<file path="src/rtl/ahb_pkg.sv">
// Shared AHB definitions: HTRANS encodings, default bus widths, arbiter
// state type and a constant clog2 helper for sizing index/counter fields.
package ahb_pkg;

    localparam int AHB_ADDR_W = 32;
    localparam int AHB_DATA_W = 32;

    localparam logic [1:0] HTRANS_IDLE   = 2'b00;
    localparam logic [1:0] HTRANS_BUSY   = 2'b01;
    localparam logic [1:0] HTRANS_NONSEQ = 2'b10;
    localparam logic [1:0] HTRANS_SEQ    = 2'b11;

    // PARK: default master holds the bus with nobody requesting.
    // OWN : a requesting master has been granted.
    typedef enum logic [0:0] {
        ST_PARK = 1'b0,
        ST_OWN  = 1'b1
    } arb_state_e;

    // Ceiling log2, never below 1 so that derived fields are never zero width.
    function automatic int clog2(input int value);
        int result;
        result = 0;
        for (int i = 0; i < 31; i++) begin
            if (int'(32'd1 << i) < value) begin
                result = i + 1;
            end
        end
        if (result < 1) begin
            result = 1;
        end
        return result;
    endfunction

endpackage

</file>
<file path="src/rtl/ahb_rr_arbiter_rr_pick.sv">
// Combinational round-robin picker: scans from last+1 upward (wrapping) and
// returns the first requester; the index equal to 'last' is tried last.
module rr_pick
    import ahb_pkg::*;
#(
    parameter int N     = 4,
    parameter int IDX_W = 2
) (
    input  logic [N-1:0]     req_i,
    input  logic [IDX_W-1:0] last_i,
    output logic             valid_o,
    output logic [IDX_W-1:0] index_o
);

    int   cand_s;
    logic hit_s;
    logic found_s;

    // Rotating priority search starting just after the previous owner.
    always_comb begin
        index_o = '0;
        found_s = 1'b0;
        cand_s  = 0;
        hit_s   = 1'b0;
        for (int off = 1; off <= N; off++) begin
            cand_s  = (int'(last_i) + off) % N;
            hit_s   = !found_s && req_i[cand_s[IDX_W-1:0]];
            index_o = hit_s ? cand_s[IDX_W-1:0] : index_o;
            found_s = found_s | hit_s;
        end
    end

    assign valid_o = |req_i;

endmodule

</file>
<file path="src/rtl/ahb_rr_arbiter.sv">
// AHB round-robin arbiter and master multiplexer. Grants change only at
// transfer boundaries (HREADY high, owner not mid-burst), and a hold counter
// forces the owner to yield after MAX_HOLD accepted transfers when others wait.
module ahb_rr_arbiter
    import ahb_pkg::*;
#(
    parameter int  NUM_MASTERS    = 4,
    parameter int  ADDR_W         = AHB_ADDR_W,
    parameter int  DATA_W         = AHB_DATA_W,
    parameter int  DEFAULT_MASTER = 0,
    parameter int  MAX_HOLD       = 16,
    localparam int IDX_W          = clog2(NUM_MASTERS),
    localparam int CNT_W          = clog2(MAX_HOLD + 1)
) (
    input  logic                          HCLK,
    input  logic                          HRESET,
    input  logic [NUM_MASTERS-1:0]        m_hbusreq,
    input  logic [NUM_MASTERS*ADDR_W-1:0] m_haddr,
    input  logic [NUM_MASTERS*2-1:0]      m_htrans,
    input  logic [NUM_MASTERS-1:0]        m_hwrite,
    input  logic [NUM_MASTERS*DATA_W-1:0] m_hwdata,
    output logic [NUM_MASTERS-1:0]        m_hgrant,
    output logic [ADDR_W-1:0]             HADDR,
    output logic [1:0]                    HTRANS,
    output logic                          HWRITE,
    output logic [DATA_W-1:0]             HWDATA,
    input  logic                          HREADY,
    output logic [IDX_W-1:0]              HMASTER,
    output logic [IDX_W-1:0]              HMASTER_D
);

    localparam logic [IDX_W-1:0]       DEF_IDX   = IDX_W'(DEFAULT_MASTER);
    localparam logic [CNT_W-1:0]       MAX_CNT   = CNT_W'(MAX_HOLD);
    localparam logic [NUM_MASTERS-1:0] DEF_GRANT =
        {{(NUM_MASTERS-1){1'b0}}, 1'b1} << DEFAULT_MASTER;

    // Registered state
    arb_state_e             state_q, state_d;
    logic [NUM_MASTERS-1:0] grant_q, grant_d;
    logic [IDX_W-1:0]       hmaster_q, hmaster_d;
    logic [IDX_W-1:0]       dmaster_q, dmaster_d;
    logic [CNT_W-1:0]       hold_cnt_q, hold_cnt_d;

    // Per-master views of the flattened input buses
    logic [ADDR_W-1:0] haddr_arr  [NUM_MASTERS];
    logic [1:0]        htrans_arr [NUM_MASTERS];
    logic [DATA_W-1:0] hwdata_arr [NUM_MASTERS];

    // Decision signals
    logic [1:0]       owner_trans_s;
    logic             owner_req_s;
    logic             arb_point_s;
    logic             xfer_s;
    logic             other_req_s;
    logic             hold_limit_s;
    logic             rearb_s;
    logic             any_req_s;
    logic [IDX_W-1:0] pick_idx_s;
    logic [IDX_W-1:0] next_owner_s;

    for (genvar g = 0; g < NUM_MASTERS; g++) begin : g_split
        assign haddr_arr[g]  = m_haddr[g*ADDR_W +: ADDR_W];
        assign htrans_arr[g] = m_htrans[g*2 +: 2];
        assign hwdata_arr[g] = m_hwdata[g*DATA_W +: DATA_W];
    end

    rr_pick #(
        .N     (NUM_MASTERS),
        .IDX_W (IDX_W)
    ) u_rr_pick (
        .req_i   (m_hbusreq),
        .last_i  (hmaster_q),
        .valid_o (any_req_s),
        .index_o (pick_idx_s)
    );

    // Boundary detection, yield conditions and the candidate next owner.
    always_comb begin
        owner_trans_s = htrans_arr[hmaster_q];
        owner_req_s   = m_hbusreq[hmaster_q];
        arb_point_s   = HREADY && ((owner_trans_s == HTRANS_IDLE) ||
                                   (owner_trans_s == HTRANS_NONSEQ));
        xfer_s        = HREADY && ((owner_trans_s == HTRANS_NONSEQ) ||
                                   (owner_trans_s == HTRANS_SEQ));
        other_req_s   = |(m_hbusreq & ~grant_q);
        hold_limit_s  = (hold_cnt_q >= MAX_CNT);
        rearb_s       = !owner_req_s || (hold_limit_s && other_req_s);
        if (rearb_s) begin
            next_owner_s = pick_idx_s;
        end else begin
            next_owner_s = hmaster_q;
        end
    end

    // Park/own state machine choosing the next address-phase owner.
    always_comb begin
        state_d   = state_q;
        hmaster_d = hmaster_q;
        case (state_q)
            ST_PARK: begin
                if (arb_point_s && any_req_s) begin
                    state_d   = ST_OWN;
                    hmaster_d = next_owner_s;
                end else begin
                    state_d   = ST_PARK;
                    hmaster_d = hmaster_q;
                end
            end
            ST_OWN: begin
                if (arb_point_s && !any_req_s) begin
                    state_d   = ST_PARK;
                    hmaster_d = DEF_IDX;
                end else if (arb_point_s) begin
                    state_d   = ST_OWN;
                    hmaster_d = next_owner_s;
                end else begin
                    state_d   = ST_OWN;
                    hmaster_d = hmaster_q;
                end
            end
            default: begin
                state_d   = ST_PARK;
                hmaster_d = DEF_IDX;
            end
        endcase
    end

    // One-hot grant decode of the next owner.
    always_comb begin
        grant_d = '0;
        for (int i = 0; i < NUM_MASTERS; i++) begin
            if (hmaster_d == IDX_W'(i)) begin
                grant_d[i] = 1'b1;
            end else begin
                grant_d[i] = 1'b0;
            end
        end
    end

    // Data-phase owner follows the address-phase owner whenever a phase completes.
    always_comb begin
        if (HREADY) begin
            dmaster_d = hmaster_q;
        end else begin
            dmaster_d = dmaster_q;
        end
    end

    // Hold counter: cleared on ownership change, saturating count of accepted transfers.
    always_comb begin
        if (hmaster_d != hmaster_q) begin
            hold_cnt_d = '0;
        end else if (xfer_s && (hold_cnt_q < MAX_CNT)) begin
            hold_cnt_d = hold_cnt_q + CNT_W'(1);
        end else begin
            hold_cnt_d = hold_cnt_q;
        end
    end

    // State registers with synchronous reset taking priority over everything.
    always_ff @(posedge HCLK) begin
        if (HRESET) begin
            state_q    <= ST_PARK;
            grant_q    <= DEF_GRANT;
            hmaster_q  <= DEF_IDX;
            dmaster_q  <= DEF_IDX;
            hold_cnt_q <= '0;
        end else begin
            state_q    <= state_d;
            grant_q    <= grant_d;
            hmaster_q  <= hmaster_d;
            dmaster_q  <= dmaster_d;
            hold_cnt_q <= hold_cnt_d;
        end
    end

    assign m_hgrant  = grant_q;
    assign HMASTER   = hmaster_q;
    assign HMASTER_D = dmaster_q;
    assign HADDR     = haddr_arr[hmaster_q];
    assign HTRANS    = htrans_arr[hmaster_q];
    assign HWRITE    = m_hwrite[hmaster_q];
    assign HWDATA    = hwdata_arr[dmaster_q];

endmodule

</file>
<file path="config.mk">
export PLATFORM = sky130hd
export DESIGN_NAME = ahb_rr_arbiter
export DESIGN_NICKNAME = d
export VERILOG_FILES = /design/src/rtl/ahb_pkg.sv /design/src/rtl/ahb_rr_arbiter_rr_pick.sv /design/src/rtl/ahb_rr_arbiter.sv
export SDC_FILE = /design/constraint.sdc
export NUM_CORES = 1
export LEC_CHECK = 0
export CAP_MARGIN = 20
export CORE_AREA = 2 2 137 139
export CTS_BUF_LIST = sky130_fd_sc_hd__clkbuf_4 sky130_fd_sc_hd__clkbuf_8
export CTS_CLUSTER_DIAMETER = 120
export DETAILED_ROUTE_END_ITERATION = 8
export DIE_AREA = 0 0 139 141
export PLACE_DENSITY = 0.5
export SYNTH_ARGS = -nofsm -noshare
export SYNTH_HDL_FRONTEND = slang
export SYNTH_SLANG_ARGS = --single-unit
export TNS_END_PERCENT = 30
</file>
<file path="constraint.sdc">
create_clock -name HCLK -period 2.8 [get_ports HCLK]
set_input_delay 0.56 -clock HCLK [delete_from_list [all_inputs] [get_ports HCLK]]
set_output_delay 0.56 -clock HCLK [all_outputs]
set_load 0.01 [all_outputs]
</file>
==> results of run 1 <==
-- Yosys cell counts (5+ instances only) --
| library cell | number | share of area [%] |
|---|---|---|
| dfxtp_1 | 14 | 11 |
| mux4_2 | 66 | 58 |
| nand2_1 | 8 | 1.2 |
| mux2i_1 | 6 | 2.3 |
| inv_1 | 5 | 0.73 |
| a21oi_1 | 6 | 1.2 |
| nor4_1 | 6 | 1.5 |
| buf_2 | 10 | 1.9 |
| nor2_1 | 15 | 2.2 |
| clkbuf_1 | 7 | 1.0 |
-- metrics by stage --
stage	setup slack [ns]	util, %	power (mW)	area (µm²)	cells
detailed placement	0.0730	35.3	1.50	6450	776
global placement	0.165	35.3	1.49	6450	776
finish	0.193	35.7	1.69	6520	782
floorplan	0.471	-	0.721	2580	196
global route	0.137	35.7	1.78	6520	782
CTS	0.00394	35.6	1.70	6510	780
-- final timing paths --
path | from | cells past startpoint | to
worst min register to register | register | 2 | register
worst max register to register | HMASTER[1] | 7 | hold_cnt_q[1]
worst max-delay path | HMASTER[0] | 3 | HADDR[26]
worst min-delay path | register | 2 | register
-- metal layers --
layer | vias up | wire length, µm
met5 | - | 0
met4 | 0 | 334
li1 | 1537 | -
met1 | 1657 | 6270
met3 | 14 | 943
met2 | 162 | 8410
-- cell usage in the layout, fill, tap and decap left out, types with 3 or more instances in the layout --
cell               n
inv_1              5
dfxtp_1           11
buf_4             15
nor3b_2            3
clkbuf_8           4
nor4_1             6
nor3_1             3
mux4_2            66
buf_12             4
clkdlybuf4s50_1  349
nand2_1            8
nand2b_1           3
a21oi_1            6
mux2i_1            6
nor2_1            15
-- registers in the layout (all words and copies together) (netlist names), named ones only --
name        count
HMASTER         2
m_hgrant        4
HMASTER_D       2
hold_cnt_q      5
-- report_power, final --
group	switching, mW	leakage, nW	internal (mW)
clock	0.0731	0.0288	0.125
combinational	0.401	2.06	0.840
sequential	0.0331	0.115	0.216
total	0.507	2.20	1.18
-- cells by family after synthesis --
group | after synthesis | share of synthesized area (%)
XOR/XNOR | 3 | 1.02
multiplexers | 75 | 61.5
AND/OR/NAND/NOR | 53 | 12.4
adder cells (fa/ha/maj) | 2 | 0.971
AO/OA/AOI/OAI | 22 | 8.40
flip-flops | 14 | 10.9
buffers and inverters | 27 | 4.86
-- tightest hold or removal path, cell delays in order (launching register included) --
cell and delay [ns]:
dfxtp_1 0.35, a21oi_1 0.08, nor2_1 0.08
-- layout make-up --
class | count | area (µm²)
Tap cell | 234 | 293
Timing Repair Buffer | 368 | 3690
Antenna cell | 2 | 5.00
Inverter | 5 | 18.8
Fill cell | 1792 | 11800
Clock buffer | 4 | 55.1
Multi-Input combinational cell | 155 | 2170
Sequential cell | 14 | 287
-- timing repair --
| item | in CTS | in global routing |
|---|---|---|
| endpoints found under the setup margin | 0 | 16 |
| gates resized for setup | 0 | 1 |
| setup buffers | 0 | 0 |
==> results.txt, run 1 <==
The final-report max-slew violation count came out at 0. Walking the worst path, the cells encountered are buf_4 > mux4_2 > clkdlybuf4s50_1. The final layout contains routed wiring with a total length of roughly 16,000 µm. The number of distinct library cell variants in the gate-level netlist after synthesis is between 40 and 50. The share of synthesized area occupied by flip-flops and latches is a little over a tenth.

The maximum level of the CTS H-tree is 1. The count of pins on the block boundary is 350. The weighted congestion reported at the end of routability-driven placement is around 0.86. The total global routing overflow is 0. The number of iterations in the first detailed-routing pass is 4.

Once detail routing completed, the nets flagged for antenna violations numbered 0. The maximum number of pins on one net before global-route repair is 33. The worst setup path is captured at an output port.

Grouping stages by cell kind, the critical path spends the most delay in buffers and inverters. The via count of the first global-routing pass is 3,573. The starting density of the core is about 14%. Across the run, the number of max-cap violations was 0. Setup repair after global routing left no endpoint under its margin. The area added between synthesis and finish is 153%. The cell count after synthesis came out at a little under 200. After global routing, the most crowded layer is met2. In this run, synthesis inferred 0 flip-flops with an integrated enable. The met3 usage in global routing came out at 2.79%.

Along the worst path, the maximum fanout reaches 14. The net count of the finished layout is between 800 and 900. Global routing used between 15 and 20% of the available tracks across all layers. The number of cell rows is 50. For this run, the slowest stage of the critical path takes ~0.57 ns. In the routed design, unresolved DRC markers number 0. The initial antenna violation count came out at 2. The HPWL reported at the end of detailed placement came out at 14,100 µm.

Averaged over all synthesized cells, the footprint is between 10 and 15 µm². The largest voltage drop on the vdd net is between 0.1 and 0.15 mV. In the synthesized netlist the async set-or-reset flop fraction comes to 0%. Based on the critical path, the design can be clocked at up to around 380 MHz. The clock latency reported for the late side of the worst-skew pair came out at approximately 0.25 ns. The share of cells above drive strength 1 is between 20% and 30%.

The number of warning messages in the yosys log is 0. The data required time at the worst endpoint came out at roughly 2.2 ns. The average wire per cell in the routed design is 20.4 µm. After the first detailed-routing iteration, the DRC count stood at a little under 80. Together, buffers and inverters on the worst path number 2. The TritonCTS clock tree is built. The post-synthesis net count came out at 473. The worst setup path is of the register to output port kind. The relative slew slack is 61.2%. The post-synthesis instance area came out at 2580 µm². Buffers inserted during clock tree synthesis total 3. The vias after detailed routing is 3,370. The quantity of hold-fixing buffers added after cts is 0. The vias per cell came out at approximately 4.3.

In the global route stage, met2 resource usage came out at 27.7%. The post-route worst hold slack came out at approximately 0.53 ns. The maximum count of clock buffers along a single path came out at 2. The kind of start point of the critical path is a register. The slowest stage of the critical path is the clkdlybuf4s50_1 cell.

The clock period minus final worst setup slack is ~2.6 ns. The setup slack of the worst register-to-register path is ~0.47 ns. The share of the cycle needed by the critical path after routing came out at between 90% and 100%. For this run, the leading register cell type out of synthesis is dfxtp_1. The run finished with clean final reports. The number of endpoints with negative hold slack in the final report came to 0.

The die is between 100 and 150 µm tall. CTS saw 14 sinks. At the pin with the least slew margin, the transition time is between 0.5 and 0.6 ns. In this run the static leakage power is about 2.2 nW. In this run the tool buffered the top-level ports with approximately 350 buffer cells.

The die is about 140 µm wide. The clock-pin slew of the registers on the worst-case setup and hold paths came out at roughly 0.060 ns. The worst hold path belongs to the class register to register. The final-layout setup total negative slack is 0 ns. The first global-routing pass estimated 23,000 µm of wire. The power per cell area is approximately 260 nW/µm². Setup violations remaining at the end of the flow were counted as 0. For this run, global-route usage on met1 was measured as a little under a fifth. Data arrives at the worst endpoint at between 2 and 2.5 ns. Clock tree synthesis selected as its root buffer the cell clkbuf_8. Clock skew on the completed layout was measured at 0.00246 ns. The die covers a little under 20,000 µm². The core box area came out at 18,300 µm². The total of flip-flops plus latches after synthesis is 14.
Power figures use the tool's default switching activity.
==> run 2: changes to the inputs <==
--- a/config.mk
+++ b/config.mk
@@ -5,13 +5,16 @@
 export SDC_FILE = /design/constraint.sdc
 export NUM_CORES = 1
 export LEC_CHECK = 0
+export ABC_CLOCK_PERIOD_IN_PS = 2800
 export CAP_MARGIN = 20
-export CORE_AREA = 2 2 137 139
+export CORE_AREA = 2 2 136 138
 export CTS_BUF_LIST = sky130_fd_sc_hd__clkbuf_4 sky130_fd_sc_hd__clkbuf_8
 export CTS_CLUSTER_DIAMETER = 120
 export DETAILED_ROUTE_END_ITERATION = 8
-export DIE_AREA = 0 0 139 141
-export PLACE_DENSITY = 0.5
+export DIE_AREA = 0 0 138 140
+export DONT_BUFFER_PORTS = 1
+export PLACE_DENSITY = 0.3
+export RECOVER_POWER = 25
 export SYNTH_ARGS = -nofsm -noshare
 export SYNTH_HDL_FRONTEND = slang
 export SYNTH_SLANG_ARGS = --single-unit
==> run 2 against run 1 <==
Net effect:
- clock power about the same
- sequential power about the same
- non-clock buffer count down 363
- power down 41%
- wire length down 25%
- worst hold slack worse by 0.16 ns
- fmax up 8.0%
- die area down 1.4%
- sequential cell count unchanged
- critical path type unchanged
- critical endpoint is now HWRITE
- via count down 39%
- first-iteration DRC count up 45%
- largest power group unchanged
==> results.txt, run 2 (synthesis gave the netlist of run 1 again) <==
The flow ran to the end, and the final reports show no timing, DRC or antenna violations. The routed wire length came out at 12,000 µm. For the final routed database, the setup TNS stands at 0 ns. The detail route stage leaves a number of antenna-violating nets equal to 0.

The quantity of hold-fixing buffers added after cts is 0. In the finished design, the share of the clock period the worst path needs comes to 86.2%. Clock-pin slew was measured on the worst setup and hold paths at ~0.060 ns. In the routed design, unresolved DRC markers number 0.

Ranked by flip-flop count, first place goes to hold_cnt_q. The data arrival time of the critical path came out at ~1.9 ns. The number of flip-flops in the largest register came out at 5.

The most frequent standard cell in the layout excluding fill and tap cells is mux4_2. In this run the clock root is driven by a clkbuf_8. In this run the worst hold path is classified as input pin to register.

The clock period minus final worst setup slack is 2.41 ns. Among all stages on the critical path, the largest delay is contributed by dfxtp_1. The via count of the first global-routing pass is 2,085. The average wire per cell in the routed design came out at about 29 µm. The core box area came out at between 15,000 and 20,000 µm². The number of DRC markers after the initial detailed-route iteration is ~110. The area of the die came out at a little under 20,000 µm². In the layout the commonest cells are mux4_2, nor2_1, dfxtp_1, nand2_1.

TritonCTS built the clock tree. The y dimension of the die came out at around 140 µm. The vias after detailed routing is 2,046. The clock passes through at most 2 buffers. Clock tree synthesis found a total of 14 sinks.

The first global-routing pass estimated about 16,000 µm of wire. The area added between synthesis and finish is 12.4%. Input and output buffers added on the ports amount to 0. Cells with a size suffix above 1 make up 51.9% of the layout. The total internal power is just over 0.6 mW. Entering global routing, the biggest net connects 40 pins. The total global-route track usage came out at between 10% and 20%. The largest voltage drop on the vdd net is about 0.24 mV.

In this run the tightest slew margin relative to its limit is a little over two fifths. The clock latency reported for the late side of the worst-skew pair is 0.24 ns. The pre-antenna-repair detailed-routing pass consisted of 4 iterations. Of all nets on the critical path, the largest fanout is 33. Pin placement for this block handled 350 I/O pins. The number of gates resized after CTS was 0. The number of endpoints with negative hold slack in the final report is 0.

In this design, the stage delay of the slowest critical-path cell is approximately 0.68 ns. The number of maximum-capacitance violations is 0. The overall power after layout is roughly 0.99 mW. The total global routing overflow is 0.

The weighted congestion reported at the end of routability-driven placement came out at a little under 0.8. The part of the power in the clock network is between 20 and 25%. The number of nets in the layout is between 400 and 500. Setup repair after global routing left no endpoint under its margin. The initial antenna violation count is 9. The maximum frequency from static timing analysis is around 410 MHz. Traced cell by cell, the critical path runs through buf_4 > mux4_2.

Buffers added to address setup during post-CTS repair amount to 0. The number of buffers created by CTS is 3. By startpoint and endpoint, the worst setup path is classified as register to output port.

The final setup violation count is 0. The power per cell area is 341 nW/µm². In this run the power spent charging and discharging nets is between 0.3 and 0.4 mW.

The setup slack of the worst register-to-register path came out at slightly above 0.4 ns. The clock tree skew after final layout is between 0.004 and 0.005 ns. The reported leakage power is approximately 0.76 nW. At the pin with the least slew margin, the transition time is approximately 0.86 ns. Data on the critical path is required at its endpoint by between 2 and 2.5 ns. The overall die width came out at ~140 µm. Of the total power, registers draw approximately a quarter. The number of cell rows came out at 49. The total non-filler cell area in the finished layout is 2900 µm². The kind of start point of the critical path is a register. The type of destination of the critical path is an output port. Once detailed placement completed, the half-perimeter wirelength came to roughly 11,000 µm.

The placed instances occupy a cell area of between 2000 and 3000 µm². After detailed routing, the number of vias per cell comes to roughly 5. The switching fraction of total power is roughly two fifths. The final-report max-slew violation count came out at 0. The initial utilization of the core area, before any placement, comes to between 10% and 20%.

CTS built an H-tree with a depth of 1. The part of the total power dissipated in combinational logic is 54.8%.
## run 2: path summary, 6_finish.rpt
path | from | endpoint | cells after the start
min | HRESET | HMASTER_D[0] | 1
max reg2reg | HMASTER[1] | hold_cnt_q[0] | 6
max | HMASTER[1] | HWRITE | 2
min reg2reg | register | register | 2
## run 2: per-layer routing
layer / routed length (µm) / GRT usage (%) / share of wire (%)
met2: 5800 / 17.6 / 48
met3: 1350 / 4.48 / 11
met4: 347 / 3.76 / 2.9
met5: 33 / 0 / 0.28
met1: 4460 / 13.9 / 37
## run 2: final cells by class
| cell class | count | area [µm²] |
|---|---|---|
| Fill cell | 1966 | 14900 |
| Multi-Input combinational cell | 155 | 2170 |
| Inverter | 5 | 18.8 |
| Tap cell | 229 | 287 |
| Antenna cell | 8 | 20.0 |
| Sequential cell | 14 | 285 |
| Timing Repair Buffer | 5 | 60.1 |
| Clock buffer | 4 | 55.1 |
## run 2: power groups by stage
stage / Clock [mW] / Sequential [mW] / Combinational (mW)
2_1_floorplan: 0 / 0.235 / 0.486
4_1_cts: 0.205 / 0.250 / 0.549
6_report: 0.199 / 0.248 / 0.542
3_3_place_gp: 0 / 0.254 / 0.550
3_5_place_dp: 0 / 0.254 / 0.547
5_1_grt: 0.214 / 0.254 / 0.578
## run 2: through the flow
stage / hold WS, ns / util (%) / setup slack, ns / instances
finish: 0.371 / 16.3 / 0.387 / 420
global route: 0.362 / 16.2 / 0.217 / 417
CTS: 0.366 / 16.2 / 0.528 / 412
detailed placement: 0.513 / 15.9 / 0.548 / 408
global placement: 0.523 / 15.9 / 0.581 / 408
floorplan: 0.474 / - / 0.471 / 196
## run 2: critical path: cells and delay by family (launching register included)
kind | cells | cell delay (ns)
flip-flops | 1 | 0.68
multiplexers | 1 | 0.46
buffers and inverters | 1 | 0.46
==> run 3: changes to the inputs <==
--- a/config.mk
+++ b/config.mk
@@ -10,10 +10,10 @@
 export CORE_AREA = 2 2 136 138
 export CTS_BUF_LIST = sky130_fd_sc_hd__clkbuf_4 sky130_fd_sc_hd__clkbuf_8
 export CTS_CLUSTER_DIAMETER = 120
+export CTS_CLUSTER_SIZE = 28
 export DETAILED_ROUTE_END_ITERATION = 8
 export DIE_AREA = 0 0 138 140
 export DONT_BUFFER_PORTS = 1
-export PLACE_DENSITY = 0.3
 export RECOVER_POWER = 25
 export SYNTH_ARGS = -nofsm -noshare
 export SYNTH_HDL_FRONTEND = slang
==> run 3 against run 2 <==
Net effect:
- non-clock buffer count decreased by 1
- via count increased by 4.0%
- clock skew decreased by 0.0014 ns
- global-route usage increased by 1.3 points
- power decreased by 0.22%
- critical endpoint is now hold_cnt_q[3]
==> results.txt, run 3 (synthesis gave the netlist of run 1 again) <==
The number of cell rows is 49. The via count of the first global-routing pass came to ~2,200. The peak fanout along the critical path came out at 20. The total global-route track usage is 12.5%. IR analysis of the VDD net gives a maximum drop of approximately 0.12 mV. The core box area is ~18,000 µm².

The signal on the critical path passes through mux2_4 > o2bb2a_1 > nor2_1 > o221ai_4 > mux2i_1 > nor4_1. In this run the post-CTS setup repair buffer count came out at 0. The final-report max-slew violation count is 0.

The total global routing overflow came out at 0. The fraction of the core area covered by cells at the end of the flow is between 10% and 20%. The layout has 1,933 filler cells.

After detailed routing, the number of vias per cell comes to between 5 and 6. The final-layout setup total negative slack is 0 ns. The switching fraction of total power is roughly two fifths. The count of input and output buffers is 0. The die covers around 19,000 µm². The number of iterations in the first detailed-routing pass is 4. The first global-routing pass estimated 17,400 µm of wire. The clock net sink count came out at 14.

From synthesis to final layout, the design area changed by 11.3%. The least setup slack across all paths after layout is 0.395 ns. The maximum count of clock buffers along a single path came out at 2. The maximum level of the CTS H-tree came out at 1. Entering global routing, the biggest net connects 36 pins.

The hold path startpoint is HRESET. The number of endpoints with negative hold slack in the final report is 0. hold_cnt_q holds more flip-flops than any other register. The final critical path takes up between 80% and 90% of the cycle. The setup slack of the worst register-to-register path came out at between 0.3 and 0.4 ns. The data required time at the worst endpoint came out at 2.94 ns. The weighted congestion reported at the end of routability-driven placement is ~0.93. Headroom to the max-slew limit came out at 65.6%. Setup repair after global routing left no endpoint under its margin. Detailed placement ended at an HPWL of about 12,000 µm. The starting density of the core came out at 14.5%. The part of the total power dissipated in sequential elements is approximately a quarter. The routed design has around 13,000 µm of wire.

Final hold analysis gives a worst-case slack of 0.364 ns. Cells with a size suffix above 1 make up approximately half of the layout. The TritonCTS clock tree is built.

The kind of start point of the critical path is a register. The vias after detailed routing is about 2,100. The net switching power is roughly 0.38 mW. The y dimension of the die is approximately 140 µm.

The clock latency reported for the late side of the worst-skew pair came out at ~0.25 ns. The average wire per cell in the routed design came out at between 30 and 40 µm. Of the total power, combinational logic draws roughly 54%. The reported leakage power is between 0.7 and 0.8 nW. At the pin with the least slew margin, the transition time is between 0.5 and 0.6 ns. In this run the power density over the cells is 344 nW/µm². The internal portion of the total power is a little over 0.6 mW.

On the worst path, the slowest cell contributes a delay of 0.61 ns. The initial antenna violation count came out at 10. The number of maximum-capacitance violations is 0. The part of the power in the clock network is between 20% and 30%.

The cell at the root of the clock tree is clkbuf_8. After detailed routing, the number of remaining DRC violations is 0. The number of flip-flops in the largest register is 5.

The run finished with clean final reports. The top cell types in the final layout, fill and taps aside, are mux4_2, nor2_1, dfxtp_1, nand2_1. The count of pins on the block boundary came out at between 300 and 400. The post-cts sizing count is 0. The number of DRC markers after the initial detailed-route iteration came out at roughly 120.

The most critical setup path has its startpoint at HMASTER[1]. The tightest min-delay check is of the input pin to register type. Setup violations remaining at the end of the flow were counted as 0. The critical path is of the register to register type. In this run the critical register-to-register path is launched from HMASTER[1].

The count of antenna-violating nets left after detailed routing came out at 0. The worst setup path is captured at a register. The number of buffers created by CTS came out at 3.

Buffers inserted to repair hold after CTS numbered 0. Derived from the worst setup path, the maximum achievable clock frequency is roughly 420 MHz. The placement-stage worst setup slack is around 0.47 ns. The worst path in the final design needs a cycle of between 2 and 2.5 ns, including I/O delays and setup.

The cell type of the slowest stage on the worst timing path is dfxtp_2. The clock-pin slew of the registers on the worst-case setup and hold paths came out at roughly 0.06 ns. Leaving out fill and tap cells, the most frequent cell in the layout is mux4_2. Clock skew on the completed layout was measured at around 0.0032 ns.

The data arrival time of the critical path came out at around 2.6 ns. The die is between 100 and 150 µm wide. The final layout contains 460 nets.
==> run 3: critical path, delay by kind of cell, from the launching register on <==
family           cells  cell delay (ns)
flip-flops           1             0.61
AO/OA/AOI/OAI        2             0.50
AND/OR/NAND/NOR      2             0.62
multiplexers         2             0.57
==> run 3: area by class of cell <==
type	instances	area [µm²]	share of cell area, %
multi-input combinational	155	2160	75.4
tap	229	287	10.0
sequential	14	283	9.86
clock buffer	4	55.1	1.92
timing repair buffer	4	55.1	1.92
inverter	5	18.8	0.655
antenna	3	7.51	0.262
==> run 3: worst paths after layout <==
path,to,depth (start not counted)
worst max-delay path,hold_cnt_q[3],6
worst min-delay path,HMASTER[1],1
worst max register to register,hold_cnt_q[3],6
worst min register to register,register,2
==> run 3: metrics by stage <==
| stage | cell area, µm² | power, mW | instances |
|---|---|---|---|
| finish | 2870 | 0.986 | 414 |
| CTS | 2870 | 1.00 | 411 |
| global placement | 2820 | 0.789 | 407 |
| global route | 2870 | 1.04 | 414 |
| detailed placement | 2820 | 0.798 | 407 |
| floorplan | 2580 | 0.721 | 196 |
==> run 3: power groups by stage <==
stage	Combinational, mW	Sequential, mW	Clock [mW]
after floorplan	0.486	0.235	0
after global placement	0.534	0.255	0
after detailed placement	0.541	0.256	0
after CTS	0.542	0.251	0.208
after global routing	0.564	0.254	0.218
final	0.530	0.251	0.205
==> run 3: layer usage <==
layer  vias up  wire [µm]  track usage, %
met3        17       1450            4.58
met5         -          0               0
li1        809          -               -
met1      1077       4570            14.0
met2       225       7050            23.3
met4         0        219            1.50
